<file path="src/rtl/output_activation.sv">
// output_activation
//   Output-layer activation stage of the digit recognizer. Converts ten
//   signed neuron sums (one per accepted sum_valid) into 4-bit confidences
//   through a piecewise-linear sigmoid. Buffers them with the one-hot
//   expected label and tracks the running arg-max digit. Once the downstream
//   cost calculator reports calculation_complete, it issues a one-cycle
//   cost_en.
//
// Ports
//   clk                  system clock, rising edge
//   n_rst                asynchronous active-low reset
//   sample_start         begins a sample (accepted only in IDLE)
//   label_in[3:0]        expected digit, sampled with an accepted start
//   sum_valid            sum_in holds the sum for the current digit index
//   sum_in[15:0]         signed neuron sum, FRAC_SHIFT fractional bits
//   calculation_complete cost calculator ready for cost_en
//   cost_en              one-cycle start pulse (decoded from FIRE)
//   expected_label[0:9]  one-hot label, index 0 = digit 0
//   digit_weights[0:9]   4-bit confidence per digit
//   pred_digit[3:0]      arg-max digit (lowest index wins ties)
//   ready                block is in IDLE
//   overrun              one-cycle pulse after a protocol violation
module output_activation #(
  parameter int FRAC_SHIFT = 8
) (
  input  logic             clk,
  input  logic             n_rst,
  input  logic             sample_start,
  input  logic [3:0]       label_in,
  input  logic             sum_valid,
  input  logic [15:0]      sum_in,
  input  logic             calculation_complete,
  output logic             cost_en,
  output logic [0:9]       expected_label,
  output logic [0:9][3:0]  digit_weights,
  output logic [3:0]       pred_digit,
  output logic             ready,
  output logic             overrun
);

  typedef enum logic [1:0] {
    ST_IDLE    = 2'd0,
    ST_COLLECT = 2'd1,
    ST_WAIT    = 2'd2,
    ST_FIRE    = 2'd3
  } state_t;

  state_t           state_q, state_d;
  logic [3:0]       idx_q, idx_d;
  logic [3:0]       best_val_q, best_val_d;
  logic [3:0]       pred_q, pred_d;
  logic [0:9]       label_q, label_d;
  logic [0:9][3:0]  weights_q, weights_d;
  logic             overrun_q, overrun_d;
  logic [3:0]       sig_y;

  // Piecewise-linear sigmoid: y = 8 + (s >>> (FRAC_SHIFT-2)), saturated to
  // [0,15]. One extra bit of headroom keeps the +8 from wrapping.
  function automatic logic [3:0] sigmoid(input logic signed [15:0] s);
    logic signed [16:0] ext;
    logic signed [16:0] y;
    ext = {s[15], s};
    y   = (ext >>> (FRAC_SHIFT - 2)) + 17'sd8;
    if (y < 17'sd0)
      return 4'd0;
    else if (y > 17'sd15)
      return 4'd15;
    else
      return y[3:0];
  endfunction

  assign sig_y = sigmoid(signed'(sum_in));

  always_comb begin
    state_d    = state_q;
    idx_d      = idx_q;
    best_val_d = best_val_q;
    pred_d     = pred_q;
    label_d    = label_q;
    weights_d  = weights_q;

    // Offending inputs are flagged but otherwise have no effect.
    overrun_d  = (sum_valid && (state_q != ST_COLLECT)) ||
                 (sample_start && (state_q != ST_IDLE));

    case (state_q)
      ST_IDLE: begin
        if (sample_start) begin
          // Labels above 9 leave every bit clear.
          for (int i = 0; i < 10; i++)
            label_d[i] = (label_in == 4'(i));
          idx_d      = 4'd0;
          best_val_d = 4'd0;
          pred_d     = 4'd0;
          state_d    = ST_COLLECT;
        end
      end
      ST_COLLECT: begin
        if (sum_valid) begin
          weights_d[idx_q] = sig_y;
          // Strict compare keeps the lowest index on ties.
          if ((idx_q == 4'd0) || (sig_y > best_val_q)) begin
            best_val_d = sig_y;
            pred_d     = idx_q;
          end
          idx_d = idx_q + 4'd1;
          if (idx_q == 4'd9)
            state_d = ST_WAIT;
        end
      end
      ST_WAIT: begin
        if (calculation_complete)
          state_d = ST_FIRE;
      end
      ST_FIRE: begin
        state_d = ST_IDLE;
      end
      default: state_d = ST_IDLE;
    endcase
  end

  always_ff @(posedge clk or negedge n_rst) begin
    if (!n_rst) begin
      state_q    <= ST_IDLE;
      idx_q      <= 4'd0;
      best_val_q <= 4'd0;
      pred_q     <= 4'd0;
      label_q    <= '0;
      weights_q  <= '0;
      overrun_q  <= 1'b0;
    end else begin
      state_q    <= state_d;
      idx_q      <= idx_d;
      best_val_q <= best_val_d;
      pred_q     <= pred_d;
      label_q    <= label_d;
      weights_q  <= weights_d;
      overrun_q  <= overrun_d;
    end
  end

  assign cost_en        = (state_q == ST_FIRE);
  assign ready          = (state_q == ST_IDLE);
  assign overrun        = overrun_q;
  assign expected_label = label_q;
  assign digit_weights  = weights_q;
  assign pred_digit     = pred_q;

endmodule
</file>
<file path="config.mk">
export PLATFORM = sky130hd
export DESIGN_NAME = output_activation
export DESIGN_NICKNAME = d
export VERILOG_FILES = /design/src/rtl/output_activation.sv
export SDC_FILE = /design/constraint.sdc
export NUM_CORES = 1
export LEC_CHECK = 0
export CORE_MARGIN = 2
export CORE_UTILIZATION = 52
export CTS_CLUSTER_SIZE = 28
export DETAILED_ROUTE_END_ITERATION = 16
export HOLD_SLACK_MARGIN = 0.08
export PLACE_DENSITY = 0.89
export REMOVE_ABC_BUFFERS = 1
export SYNTH_ARGS = -nofsm -noshare
export SYNTH_HDL_FRONTEND = slang
export SYNTH_SLANG_ARGS = --single-unit
export TNS_END_PERCENT = 10
</file>
<file path="constraint.sdc">
create_clock -name clk -period 4.7 [get_ports clk]
set_input_delay 0.47 -clock clk [delete_from_list [all_inputs] [get_ports clk]]
set_output_delay 0.47 -clock clk [all_outputs]
set_load 0.01 [all_outputs]
</file>
==> flow_summary.ini <==
[critical_path]
cp.arrival_ps = 4110
max_stage_delay_ps = 590
crit_required_ps = 4960
critPathKind = in -> reg
crit_chain = clkdlybuf4s50_1, ha_1, or4_4, a2111oi_2, or2_1, inv_2, ha_1, nor2b_1, o211ai_1, o22ai_1, nand2_1, o2bb2ai_1
crit_top_cell = ha_1
worst_setup_path_end_kind = flop
path_max_fanout = 9
startpoint_type = input pin
crit_slowest_cell = or4_4

[global_route]
antenna_found_initial = 0
grt_use_total_pct = 22.3
first_global_vias = 2341
grt_overflow = 0
grt_max_degree = 66
grt_pass1_wl_um = 11000

[floorplanning]
start_util_pct = 53.9
rows = 27
die_h_um = 79.8
coreArea_mm2 = 0.00554
die_area_mm2 = 0.00637
ios = 82
die-width_um = 79.8

[yosys]
synthTopCellsByArea = dfrtp_1 54%, nand2_1 7.4%, o21ai_0 7.4%, ha_1 5.9%, o31ai_1 2.8%
synth_top_area_share_pct = 54.4
synth_commonest_cells = 65 x dfrtp_1, 59 x nand2_1, 44 x o21ai_0, 16 x inv_1, 14 x ha_1
yosysSeqAreaShare_pct = 54.4
yosysWarnings = 0
synth_edf_count = 0
synth_area_leader_cell = dfrtp_1
synth_cells = 296
syn_area_per_cell_um2 = 10.1
yosys_register_bits = 65
yosysUniqueCellTypes = 40
synth_area_mm2 = 0.00299
yosysMostFrequentCell = dfrtp_1
synth-async-reset-ratio_pct = 100
synth_ff_type = dfrtp_1

[pwr]
p_leak_nw = 1.76
powerDensity_mw_per_mm2 = 542
power.total_mw = 2.17
vdd_drop_max_mv = 0.310

[placement]
dpl_worst_slack_ps = 535
dpl.hpwl_um = 4820
gp_congestion = 0.810
dpl.cell_count = 435
portBuffers = 75
placed_cell_area_mm2 = 0.00379

[clocking]
cts_resized = 0
cts_setup_buffers = 0
tritoncts = done
numCtsBuffers = 9
cts_root_buffer = clkbuf_8
insertion_delay_ps = 340
clk_path_buf_depth = 2
cts.htree.levels = 3
clkSinkCount = 65
path_clk_slew_ps = 70
ctsHoldBuffers = 0

[timing]
fin_worst_skew_ps = 7.95
fin_tns_setup_ps = 0
slew_headroom_pct = 46.3
whs_ps = 296
rsz0062_at_grt = no
setup_slack_ps = 850
setup_violations = 0
timing.final.crit_share_pct = 81.9
tightest_slew_ps = 806
clock.fmax_mhz = 260
drv_slew = 0
hold_viol_final = 0
period_minus_slack_ps = 3850

[flow_run]
drv_cap = 0

[cells_and_area]
register_area_mm2 = 0.00163
multi_input_comb_area_mm2 = 0.00125
n_fill_cell = 394
antenna_cells = 0
syn2layout_area_growth_pct = 34.1
layout.nets = 413
stdcell_count = 451
drive_above_1_share_pct = 6.60
fin_util_pct = 72.3
design_area_mm2 = 0.00401

[outcome]
outcome = completed

[routing]
finalWirelength_um = 6800
vias = 2473
drc = 0
dr.pass1.iters = 4
wl_per_cell_um = 15.1
first_iter_violations = 156
via_per_inst = 5.48
ant_nets = 0

[hold_path]
hold_class = in -> async
[cell families (layout without fill, tap and decap cells)]
family	after synthesis	after routing	synth area share, %
AND/OR/NAND/NOR	96	96	14.5
AO/OA/AOI/OAI	88	88	19.8
flip-flops	65	65	54.4
buffers and inverters	28	111	3.85
adder cells (fa/ha/maj)	14	14	5.86
XOR/XNOR	3	3	0.880
multiplexers	2	2	0.670
[critical path: cells and delay by family]
| kind | cells | cell delay [ps] |
|---|---|---|
| simple gates | 4 | 1280 |
| compound gates | 4 | 1240 |
| fa+ha+maj | 2 | 570 |
| buf+inv | 2 | 540 |
[worst paths after layout]
| path | slack [ps] | depth (start not counted) | to | from |
|---|---|---|---|---|
| max in group asynchronous | 3870 | 2 | digit_weights[35] | n_rst |
| max reg2reg | 2630 | 7 | best_val_q[3] | state_q[1] |
| min | 300 | 2 | expected_label[1] | n_rst |
| min reg2reg | 480 | 2 | digit_weights[17] | digit_weights[17] |
| max | 850 | 12 | best_val_q[3] | sum_in[9] |
| min in group clk | 480 | 2 | digit_weights[17] | digit_weights[17] |
[state kept, by name, summed over array words and instances (netlist names)]
signal,count
idx_q,4
best_val_q,4
overrun,1
digit_weights,40
state_q,2
expected_label,10
pred_digit,4
[layout make-up]
cell class | count | share of cell area [%]
inverters | 18 | 1.69
multi-input cells | 203 | 31.1
well taps | 72 | 2.25
clock buffers | 12 | 4.12
flip-flops and latches | 65 | 40.6
repair buffers | 77 | 19.0
clock inverters | 4 | 1.25
[placed cells by master (no fill, tap or decap), drive strengths merged, types with 4 or more instances in the layout]
cell type,count
o31ai,11
a32o,4
dfrtp,65
a22o,7
nand2b,5
clkdlybuf4s50,74
o21ai,44
nor2,9
clkbuf,12
o41ai,4
ha,14
nand2,59
inv,18
[power breakdown]
| part | internal (mW) | switching, mW | leakage, nW |
|---|---|---|---|
| Sequential | 0.727 | 0.116 | 0.874 |
| Combinational | 0.420 | 0.409 | 0.783 |
| Clock | 0.287 | 0.211 | 0.105 |
[per-layer routing]
| metal | global-route usage (%) | part of all wire (%) |
|---|---|---|
| met1 | 27.0 | 42 |
| met2 | 39.3 | 52 |
| met3 | 4.19 | 4.3 |
| met4 | 8.64 | 1.4 |
| met5 | 0 | 0 |
(Power assumes the default switching activity.)
